**config.mk**
```make
export PLATFORM = sky130hd
export DESIGN_NAME = pn_synapse_accum
export DESIGN_NICKNAME = d
export VERILOG_FILES = /design/src/rtl/pn_synapse_accum_pkg.sv /design/src/rtl/pn_synapse_accum_weight_ram.sv /design/src/rtl/pn_synapse_accum.sv
export SDC_FILE = /design/constraint.sdc
export NUM_CORES = 1
export LEC_CHECK = 0
export ABC_AREA = 1
export BUFFER_PORTS_ARGS = -buffer_cell sky130_fd_sc_hd__buf_4
export CAP_MARGIN = 20
export CORE_MARGIN = 10
export CORE_UTILIZATION = 60
export CTS_CLUSTER_DIAMETER = 100
export DETAILED_ROUTE_END_ITERATION = 10
export GPL_ROUTABILITY_DRIVEN = 0
export PLACE_DENSITY = 0.73
export SETUP_SLACK_MARGIN = 0.02
export SYNTH_ARGS = -nofsm -noshare
export SYNTH_HDL_FRONTEND = slang
export SYNTH_HIERARCHICAL = 1
export SYNTH_SLANG_ARGS = --single-unit
```
**constraint.sdc**
```tcl
create_clock -name clk -period 3.2 [get_ports clk]
set_input_delay 0.32 -clock clk [delete_from_list [all_inputs] [get_ports clk]]
set_output_delay 0.32 -clock clk [all_outputs]
set_load 0.02 [all_outputs]
```
**src/rtl/pn_synapse_accum_pkg.sv**
```systemverilog
// Shared constants and arithmetic helpers for the PN synapse / SOMA / STDP path.
//   PN_ADDR_W   : weight-table address width
//   PN_WEIGHT_W : signed weight width
//   PN_ACC_W    : signed accumulator / synaptic current width
//   PN_DATA_W   : width of the controller data bus
//   sat_add     : signed add clamped to a chosen two's-complement width
package pn_synapse_accum_pkg;

  localparam int unsigned PN_ADDR_W   = 7;
  localparam int unsigned PN_WEIGHT_W = 8;
  localparam int unsigned PN_ACC_W    = 32;
  localparam int unsigned PN_DATA_W   = 32;

  // Working width for saturating arithmetic; wide enough that the raw sum of
  // two in-range operands of any supported width never wraps.
  localparam int unsigned PN_SAT_W = 64;

  // Add two signed values and clamp the result to the range of a signed
  // 'width'-bit number. Operands must already lie in that range and be
  // sign-extended to PN_SAT_W bits; the caller keeps the low 'width' bits.
  function automatic logic signed [PN_SAT_W-1:0] sat_add(
    input logic signed [PN_SAT_W-1:0] a,
    input logic signed [PN_SAT_W-1:0] b,
    input int unsigned                width
  );
    logic signed [PN_SAT_W-1:0] sum;
    logic signed [PN_SAT_W-1:0] max_v;
    logic signed [PN_SAT_W-1:0] min_v;
    sum   = a + b;
    max_v = (64'sd1 <<< (width - 1)) - 64'sd1;
    min_v = -(64'sd1 <<< (width - 1));
    if (sum > max_v) begin
      return max_v;
    end else if (sum < min_v) begin
      return min_v;
    end else begin
      return sum;
    end
  endfunction

endpackage

```
**src/rtl/pn_synapse_accum_weight_ram.sv**
```systemverilog
// pn_weight_ram: DEPTH x WIDTH synchronous single-port weight table.
//   clk   in  1       clock
//   rst   in  1       async active-high reset (read register only)
//   we    in  1       write enable: mem[addr] <= wdata
//   re    in  1       read enable: rdata <= mem[addr] at the edge
//   addr  in  ADDR_W  shared read/write address
//   wdata in  WIDTH   write data
//   rdata out WIDTH   registered read data, holds between reads
// Storage is never reset. A simultaneous read and write returns the new data.
module pn_weight_ram #(
  parameter int unsigned ADDR_W = 7,
  parameter int unsigned DEPTH  = 2 ** ADDR_W,
  parameter int unsigned WIDTH  = 8
) (
  input  logic              clk,
  input  logic              rst,
  input  logic              we,
  input  logic              re,
  input  logic [ADDR_W-1:0] addr,
  input  logic [WIDTH-1:0]  wdata,
  output logic [WIDTH-1:0]  rdata
);

  logic [WIDTH-1:0] mem [DEPTH];

  always_ff @(posedge clk) begin
    if (we) begin
      mem[addr] <= wdata;
    end
  end

  // Write-first bypass: on a same-cycle write the read returns the new value.
  always_ff @(posedge clk or posedge rst) begin
    if (rst) begin
      rdata <= '0;
    end else if (re) begin
      rdata <= we ? wdata : mem[addr];
    end
  end

endmodule

```
**src/rtl/pn_synapse_accum.sv**
```systemverilog
// pn_synapse_accum: synapse stage behind the PN controller. Stores weights,
// sums the weights fetched by spike reads into a per-timestep current and
// hands the closed sum to SOMA over a valid/ready handshake.
//   clk             in  1        clock
//   rst             in  1        async active-high reset
//   W_EN2Synapse    in  1        weight write strobe
//   R_EN2Synapse    in  1        weight read (spike) strobe
//   to_Synapse_Addr in  ADDR_W   table address
//   to_Synapse_DATA in  DATA_W   write data, low WEIGHT_W bits used
//   ts_end          in  1        timestep boundary pulse
//   rd_weight       out WEIGHT_W last read weight
//   rd_weight_valid out 1        rd_weight updated this cycle
//   I_syn           out ACC_W    closed timestep current
//   I_syn_valid     out 1        I_syn not yet consumed
//   I_syn_ready     in  1        SOMA accept
//   acc_overrun     out 1        sticky: a closed sum was dropped
module pn_synapse_accum
  import pn_synapse_accum_pkg::*;
#(
  parameter int unsigned ADDR_W   = PN_ADDR_W,
  parameter int unsigned DEPTH    = 2 ** ADDR_W,
  parameter int unsigned WEIGHT_W = PN_WEIGHT_W,
  parameter int unsigned DATA_W   = PN_DATA_W,
  parameter int unsigned ACC_W    = PN_ACC_W
) (
  input  logic              clk,
  input  logic              rst,
  input  logic              W_EN2Synapse,
  input  logic              R_EN2Synapse,
  input  logic [ADDR_W-1:0] to_Synapse_Addr,
  input  logic [DATA_W-1:0] to_Synapse_DATA,
  input  logic              ts_end,
  output logic [WEIGHT_W-1:0] rd_weight,
  output logic              rd_weight_valid,
  output logic [ACC_W-1:0]  I_syn,
  output logic              I_syn_valid,
  input  logic              I_syn_ready,
  output logic              acc_overrun
);

  logic signed [ACC_W-1:0]    acc;
  logic signed [ACC_W-1:0]    weight_ext;
  logic signed [ACC_W-1:0]    addend;
  logic signed [PN_SAT_W-1:0] acc_wide;
  logic signed [PN_SAT_W-1:0] addend_wide;
  logic signed [PN_SAT_W-1:0] sum_wide;
  logic signed [ACC_W-1:0]    acc_sum;
  logic                       out_free;
  logic                       data_hi_unused;
  logic                       sum_hi_unused;

  // Only the weight field of the data bus is stored.
  assign data_hi_unused = ^to_Synapse_DATA[DATA_W-1:WEIGHT_W];

  pn_weight_ram #(
    .ADDR_W (ADDR_W),
    .DEPTH  (DEPTH),
    .WIDTH  (WEIGHT_W)
  ) u_ram (
    .clk   (clk),
    .rst   (rst),
    .we    (W_EN2Synapse),
    .re    (R_EN2Synapse),
    .addr  (to_Synapse_Addr),
    .wdata (to_Synapse_DATA[WEIGHT_W-1:0]),
    .rdata (rd_weight)
  );

  // rd_weight_valid marks the cycle in which the fetched weight is presented;
  // that same cycle is when it is folded into the sum.
  always_ff @(posedge clk or posedge rst) begin
    if (rst) begin
      rd_weight_valid <= 1'b0;
    end else begin
      rd_weight_valid <= R_EN2Synapse;
    end
  end

  always_comb begin
    weight_ext  = {{(ACC_W - WEIGHT_W){rd_weight[WEIGHT_W-1]}}, rd_weight};
    addend      = rd_weight_valid ? weight_ext : '0;
    acc_wide    = {{(PN_SAT_W - ACC_W){acc[ACC_W-1]}}, acc};
    addend_wide = {{(PN_SAT_W - ACC_W){addend[ACC_W-1]}}, addend};
    sum_wide    = sat_add(acc_wide, addend_wide, ACC_W);
    acc_sum     = sum_wide[ACC_W-1:0];
  end

  // Upper bits are pure sign extension of the clamped result.
  assign sum_hi_unused = ^sum_wide[PN_SAT_W-1:ACC_W];

  // acc_sum already includes a weight presented in the ts_end cycle, so that
  // weight closes into this timestep while a read issued in the ts_end cycle
  // lands in the freshly cleared accumulator one cycle later.
  always_ff @(posedge clk or posedge rst) begin
    if (rst) begin
      acc <= '0;
    end else if (ts_end) begin
      acc <= '0;
    end else if (rd_weight_valid) begin
      acc <= acc_sum;
    end
  end

  assign out_free = !I_syn_valid || I_syn_ready;

  always_ff @(posedge clk or posedge rst) begin
    if (rst) begin
      I_syn       <= '0;
      I_syn_valid <= 1'b0;
      acc_overrun <= 1'b0;
    end else if (ts_end) begin
      if (out_free) begin
        I_syn       <= acc_sum;
        I_syn_valid <= 1'b1;
      end else begin
        acc_overrun <= 1'b1;
      end
    end else if (I_syn_valid && I_syn_ready) begin
      I_syn_valid <= 1'b0;
    end
  end

endmodule

```
==> results by group, run 1 <==
Setup path
  – Largest stage delay on the critical path: between 0.4 and 0.5 ns
  – Critical path peak fanout: 38
  – Crit-path cells: buf_6 -> nand2_2 -> buf_12 -> nand2_1 -> nand2_1 -> nand2_1 -> nor2_1 -> nand3_1 -> nand3_1 -> nand2_1 -> nand2_1 -> nand2_1 -> nand2_2 -> nand2_8 -> nand2_1 -> nand2_1 -> nand2_1 -> nand2_1
  – CP Class: reg -> reg
  – Startpoint types: flop
  – Worst setup EP type: flop
  – Top cell by count, worst path: nand2_1
  – Required time worst endpoint: around 3.8 ns
  – CP max stage cell: dfrtp_2
  – WP depth: 18
  – Critical path's top delay family: simple AND/OR/NAND/NOR gates
  – Reg2Reg Depth: 18
  – Crit path DAT: roughly 3.5 ns
  – Buf/Inv on CP: 2

CTS
  – H-tree depth: 3
  – Postcts setup bufs: 0
  – CTS tree: yes
  – Clk sink count: around 1.1k
  – Worst-skew pair later-pin latency: about 0.7 ns
  – Total CTS buffers: 110
  – CTS Root Buffer Type: clkbuf_16
  – CTS clk-pin slew, worst paths: 0.06 ns
  – CTS max path bufs: 3

GRT
  – GR Util met3: 0.0468
  – Global-route wire length before repair: 191 mm
  – GRT Util Overall: 0.260
  – GRT met2 Usage: 0.421
  – GRT busiest layer: met2
  – GRT overflow: 0
  – Initial antenna violation count: 1
  – Largest net degree at the start of global routing: between 100 and 150
  – Met1 Use GR: 0.350
  – Vias in the first global route: ~33k

STA
  – Final period utilization: 0.919
  – Fin Setup TNS: 0 ns
  – RSZ-0062 raised after global routing: no
  – Final clock skew: around 0.023 ns
  – WHS: between 0.15 and 0.2 ns
  – Slew @ Worst Pin: approximately 0.9 ns
  – Hold Vio Cnt, Final: 0
  – Max_slew headroom: 0.400
  – Fmax: around 340 MHz
  – Endpoints failing setup: 0
  – Final worst path period need: a little under 3 ns
  – Slew Limit Fails: 0

Final layout
  – Area grow syn2layout: 12.5%
  – Most frequent cells in the layout: 2825 x nand2_1, 1024 x edfxtp_1, 280 x nor2_1, 213 x buf_4, 122 x inv_1
  – Fin area: 54400 um2
  – Most common cell after layout, fill and taps aside: nand2_1
  – Final nets: approximately 5.2k
  – Layout cells sized above 1: 0.0876
  – N_diodes: 0

Routing
  – # DRC: 0
  – Routed wire length: about 120 mm
  – Antenna-violating nets left: 0
  – DRT Pass-1 Iters: 6
  – Vias per cell: about 5.6
  – Avg WL per Cell: between 15 and 20 um
  – Iter 0 DRT Violations: around 3.8k
  – Vias: around 35k

Outcome
  – Status: complete, no violations

Synth
  – Synth area leader: edfxtp_1
  – Share of the synthesized area in the top cell type: 0.636
  – Post-synthesis simple-gate area fraction: 0.257
  – Cells after synthesis: ~5.0k
  – Synth unique cells: 39
  – YS warnings: 6
  – Mean Syn Cell Area: a little under 10 um2
  – Largest family of logic cells by synthesized area: simple AND/OR/NAND/NOR gates
  – Top post-synthesis cells by area: edfxtp_1 64%, nand2_1 22%, dfrtp_1 3.9%, nor2_1 2.2%, buf_2 1.3%
  – Sequential area share after synthesis: 0.675
  – Synth Area in XOR/XNOR: 0.00448
  – Mux cell area share after synthesis: 0
  – Synth Area in Compound Gates: 0.0266
  – Mapped Nets: between 5k and 6k
  – FF+latch count, synth: between 1k and 1.5k
  – Synth Area in Adders: 0.00248
  – Synthesized cell area: slightly below 50000 um2

Hold path
  – Worst Hold Class: in -> reg
  – Hold-critical path depth: 1

Floorplan
  – Initial core utilization: 0.603
  – Row Count: 104
  – Die footprint: between 90000 and 100000 um2
  – # IOs: 88
  – Die width: 304 um
  – Die outline height: 304 um
  – Core Area: between 80000 and 90000 um2

Placed design
  – Detailed placement HPWL: about 74 mm
  – IO Port Bufs: 63
  – Post-DP Area: 50700 um2

Power and ir drop
  – IR drop worst, VDD: approximately 480 uV
  – Cell area power density: around 620 nW/um2
  – Leak: 23.0 nW

Run
  – Max_cap viols: 0
-- timing repair --
action | CTS | global route
endpoints found under the setup margin | 0 | 62
gates resized for setup | 0 | 9
hold buffers | 5 | 0
hold endpoints to repair | 54 | 0
-- power breakdown --
part	switching, mW	internal (mW)	leakage (nW)
combinational	3.20	1.42	11.1
clock	5.32	7.29	1.73
sequential	0.318	16.1	10.1
-- routing by layer --
| layer | vias to the layer above | share of wire | wire (um) |
|---|---|---|---|
| met5 | - | 0 | 0 |
| met4 | 0 | 0.031 | 3810 |
| met1 | 16600 | 0.40 | 49300 |
| li1 | 16500 | - | - |
| met3 | 265 | 0.095 | 11700 |
| met2 | 1685 | 0.47 | 58200 |
-- cells in the mapped netlist (all sizes together) --
cell,number
a22o,1
buf,162
clkinv,3
or2,7
edfxtp,1024
and2,5
nand2,2838
dfrtp,75
nand3,65
o211ai,7
a41oi,11
nor3,7
a22oi,6
xnor2,4
inv,138
a21oi,101
o21ai,103
o22ai,1
ha,8
clkbuf,70
a41o,1
nand4,21
nand3b,4
nor2,295
fa,1
o21bai,6
xor2,19
-- worst reg2reg max path, stage by stage, from the launching register on --
cell     delay [ns]
dfrtp_2        0.44
buf_6          0.19
nand2_2        0.12
buf_12         0.21
nand2_1        0.09
nand2_1        0.16
nand2_1        0.10
nor2_1         0.25
nand3_1        0.11
nand3_1        0.17
nand2_1        0.13
nand2_1        0.10
nand2_1        0.07
nand2_2        0.19
nand2_8        0.16
nand2_1        0.09
nand2_1        0.10
nand2_1        0.08
nand2_1        0.05
-- state kept, by name, summed over array words and instances, names as in the netlist --
signal,count
u_ram/mem,1024
I_syn,32
acc,32
u_ram/rdata,8
I_syn_valid,1
acc_overrun,1
rd_weight_valid,1
-- cells by family after synthesis --
kind of cell,after synthesis
simple gates,3242
flops,1099
buf+inv,373
compound gates,237
xor+xnor,23
fa+ha+maj,9
-- path summary, 6_finish.rpt --
| check | to | from | slack (ns) |
|---|---|---|---|
| setup / recovery | I_syn[15] | rd_weight_valid | 0.26 |
| hold / removal | u_ram/mem[15][5] | to_Synapse_DATA[5] | 0.16 |
| setup reg to reg | I_syn[15] | rd_weight_valid | 0.26 |
| hold reg to reg | I_syn[0] | I_syn[0] | 0.48 |
| max in group asynchronous | I_syn[17] | rst | 1.88 |
| min in group asynchronous | u_ram/rdata[6] | rst | 0.17 |
-- area by class of cell --
type,instances,area [um2]
clock buffer,140,2950
tap,1060,1330
sequential,1099,32600
inverter,141,544
fill,5930,25800
clock inverter,62,572
multi-input combinational,3512,14100
timing repair buffer,250,2260
-- stage by stage --
| stage | power, mW | cells | util | worst slack (ns) |
|---|---|---|---|---|
| after floorplan | 19.6 | 4983 | - | 0.328 |
| after global placement | 21.2 | 6055 | 0.633 | 0.244 |
| after detailed placement | 21.2 | 6055 | 0.633 | 0.161 |
| after CTS | 33.7 | 6262 | 0.678 | 0.151 |
| after global routing | 35.0 | 6264 | 0.678 | 0.0243 |
| final | 33.7 | 6264 | 0.678 | 0.261 |
Power figures use the tool's default switching activity.
==> run 2, diff against run 1 <==
--- a/config.mk
+++ b/config.mk
@@ -8,12 +8,12 @@
 export ABC_AREA = 1
 export BUFFER_PORTS_ARGS = -buffer_cell sky130_fd_sc_hd__buf_4
 export CAP_MARGIN = 20
-export CORE_MARGIN = 10
-export CORE_UTILIZATION = 60
+export CORE_MARGIN = 1
+export CORE_UTILIZATION = 57
 export CTS_CLUSTER_DIAMETER = 100
 export DETAILED_ROUTE_END_ITERATION = 10
 export GPL_ROUTABILITY_DRIVEN = 0
-export PLACE_DENSITY = 0.73
+export PLACE_DENSITY = 0.72
 export SETUP_SLACK_MARGIN = 0.02
 export SYNTH_ARGS = -nofsm -noshare
 export SYNTH_HDL_FRONTEND = slang
==> constraint.sdc (replaced) <==
create_clock -name clk -period 2.4 [get_ports clk]
set_input_delay 0.24 -clock clk [delete_from_list [all_inputs] [get_ports clk]]
set_output_delay 0.24 -clock clk [all_outputs]
set_load 0.02 [all_outputs]
==> results by group, run 2 (synthesis gave the netlist of run 1 again) <==
Floorplan
  – Row Count: 106 (+1.9%)
  – # IOs: 88 (unchanged)
  – Core Area: 83800 um2 (+4.6%)
  – Die width: 293 um (-3.5%)
  – Die outline height: 293 um (-3.5%)
  – Die footprint: 86000 um2 (-6.9%)
  – Initial core utilization: 0.577 (-0.0264)

Power and ir drop
  – Int Power: 34.8 mW (+40%)
  – Cell area power density: 829 nW/um2 (+34%)
  – Flop pwr share: 0.462 (-0.026)
  – Clk pwr share: 0.366 (-0.008)
  – Switching Fraction: 0.270 (+0.00725)
  – Power Total: 47.6 mW (+41%)
  – Net Switching: 12.8 mW (+45%)
  – Gate power share: 0.172 (+0.035)
  – IR drop worst, VDD: 846 uV (+78%)
  – Leak: 24.5 nW (+6.7%)

Placed design
  – IO Port Bufs: 63 (unchanged)
  – Post-DP Area: 52900 um2 (+4.2%)
  – Place WS: -0.341 ns (-0.502 ns)
  – Detailed placement HPWL: 80.9 mm (+8.6%)
  – Placed Cells: 6354 (+4.9%)

Routing
  – Vias: 36.0k (+3.0%)
  – Antenna-violating nets left: 0 (unchanged)
  – Vias per cell: 5.47 (-2.0%)
  – Iter 0 DRT Violations: 3979 (+4.0%)
  – Avg WL per Cell: 19.5 um (-0.62%)
  – Routed wire length: 128 mm (+4.4%)
  – DRT Pass-1 Iters: 6 (unchanged)
  – # DRC: 0 (unchanged)

Setup path
  – Buf/Inv on CP: 2 (unchanged)
  – Reg2reg setup slack: -0.17 ns (-0.43 ns)
  – RR Endpoint: I_syn[21]
  – Startpoint types: flop
  – Largest stage delay on the critical path: 0.40 ns (-0.04 ns)
  – Required time worst endpoint: 2.97 ns (-0.78 ns)
  – Reg2Reg Depth: 21 (+3)
  – R2R Path Start: rd_weight_valid
  – CP Class: reg -> reg
  – Worst setup EP type: flop
  – Critical path peak fanout: 8 (-79%)
  – Crit-path cells: nand2_1 -> inv_1 -> ha_2 -> inv_2 -> fa_2 -> nor2_4 -> nand2_1 -> nand3_2 -> nand2_2 -> nand2_2 -> nand3_2 -> nand2_2 -> nand2_4 -> nand2_4 -> nand2_4 -> nand2_8 -> nand2_8 -> nand2_2 -> nand2_2 -> nand2_1 -> nand2_1
  – Crit path DAT: 3.15 ns (-0.34 ns)
  – Critical path's top delay family: simple AND/OR/NAND/NOR gates
  – Top cell by count, worst path: nand2_2
  – CP max stage cell: dfrtp_2

GRT
  – Largest net degree at the start of global routing: 100 (-25%)
  – GRT Util Overall: 0.297 (+0.0369)
  – Global-route wire length before repair: 196 mm (+2.9%)
  – Vias in the first global route: 34.9k (+4.2%)
  – Initial antenna violation count: 1 (unchanged)
  – GRT overflow: 0 (unchanged)

STA
  – Fin Setup TNS: -8.32 ns (-8.32 ns)
  – Setup slack after layout: -0.172 ns (-0.433 ns)
  – Final period utilization: 1.07 (+0.153)
  – Slew Limit Fails: 0 (unchanged)
  – Fmax: 389 MHz (+14%)
  – Slew @ Worst Pin: 0.665 ns (-0.235 ns)
  – Endpoints failing setup: 64 (+64)
  – RSZ-0062 raised after global routing: yes
  – Hold Vio Cnt, Final: 0 (unchanged)
  – Final clock skew: 0.0308 ns (+0.00811 ns)
  – Max_slew headroom: 0.555 (+0.155)
  – Final worst path period need: 2.57 ns (-0.367 ns)

CTS
  – Clk sink count: 1099 (unchanged)
  – CTS clk-pin slew, worst paths: 0.06 ns (about the same)
  – CTS max path bufs: 3 (unchanged)
  – Total CTS buffers: 109 (-0.91%)
  – CTS tree: yes
  – CTS Root Buffer Type: clkbuf_16
  – H-tree depth: 3 (unchanged)
  – Worst-skew pair later-pin latency: 0.69 ns (about the same)

Final layout
  – Final nets: 5406 (+4.6%)
  – Top flop regs: u_ram/mem x1024, I_syn x32, acc x32
  – Most common cell after layout, fill and taps aside: nand2_1
  – Largest Register: u_ram/mem
  – Largest register FFs: 1024 (unchanged)
  – # fillers: 6093 (+2.7%)
  – Area grow syn2layout: 18.8%
  – N_diodes: 0 (unchanged)
  – Fin area: 57400 um2 (+5.6%)
  – Most frequent cells in the layout: 2736 x nand2_1, 1024 x edfxtp_1, 423 x buf_4, 272 x nor2_1, 120 x inv_1
  – Layout cells sized above 1: 0.150 (+0.0623)
  – Final Non-Filler Cells: 6582 (+5.1%)

Outcome
  – Failing checks: setup timing
  – Status: finished, violations left

Hold path
  – Hold Path Origin: to_Synapse_DATA[2]
  – Worst Hold Class: in -> reg
  – WHS Endpoint: u_ram/mem[87][2]
  – Hold-critical path depth: 1 (unchanged)

Run
  – Max_cap viols: 0 (unchanged)
-- run 2: cell count changes in the layout (fill, tap and decap cells not counted), sizes merged --
cell | before | now
buf | 245 | 478
bufinv | 10 | 15
clkinv | 50 | 55
clkbuf | 140 | 137
clkinvlp | 1 | 3
nand2 | 2839 | 2841
-- run 2: final cells by class --
type                    count  area [um2]  area share
flip-flops and latches   1099       32600       0.568
multi-input cells        3514       14700       0.257
repair buffers            487        4400      0.0767
clock buffers             133        2900      0.0505
well taps                1134        1420      0.0247
clock inverters            74         787      0.0137
inverters                 141         547     0.00952
-- run 2: what timing repair did --
item,CTS,global route
setup buffers,7,3
hold endpoints to repair,79,0
endpoints found under the setup margin,62,64
gates cloned,3,3
resized for setup,76,84
pin swaps,15,19
hold buffers,5,0
-- run 2: stage by stage --
step / hold WS [ns] / util
global placement: 0.227 / 0.631
finish: 0.0416 / 0.685
global route: 0.0380 / 0.685
CTS: 0.00665 / 0.680
floorplan: 0.0557 / -
detailed placement: 0.237 / 0.631
-- run 2: worst reg2reg max path, stage by stage (launching register included) --
cell and delay [ns]:
dfrtp_2 0.40, nand2_1 0.06, inv_1 0.05, ha_2 0.18
inv_2 0.04, fa_2 0.36, nor2_4 0.13, nand2_1 0.07
nand3_2 0.08, nand2_2 0.07, nand2_2 0.08, nand3_2 0.07
nand2_2 0.10, nand2_4 0.08, nand2_4 0.09, nand2_4 0.07
nand2_8 0.14, nand2_8 0.15, nand2_2 0.11, nand2_2 0.05
nand2_1 0.06, nand2_1 0.05
-- run 2: how the worst max path moves through the flow --
stage / start / endpoint / slack [ns] / depth (start not counted)
CTS: rd_weight_valid / I_syn[20] / -0.14 / 21
detailed placement: rd_weight_valid / I_syn[23] / -0.34 / 21
global route: rd_weight_valid / I_syn[28] / -0.31 / 19
global placement: rd_weight_valid / I_syn[14] / -0.21 / 17
finish: rd_weight_valid / I_syn[21] / -0.17 / 21
floorplan: rd_weight_valid / I_syn[5] / -0.14 / 23
-- run 2: power groups by stage --
stage,Combinational [mW],Clock (mW),Sequential [mW]
after global routing,8.87,18.3,22.0
after CTS,7.37,17.6,22.0
after floorplan,3.65,0,22.5
after global placement,6.67,0,22.3
final,8.19,17.4,22.0
after detailed placement,6.80,0,22.3
-- run 2: routing by layer --
metal  routed length [um]  track usage  part of all wire  vias to the layer above
met1                50700        0.406              0.39                    17000
met3                12100       0.0461             0.094                      305
met4                 4620        0.108             0.036                        2
met5                   14            0           0.00011                        -
met2                61000        0.485              0.47                     1795
li1                     -            -                 -                    16900
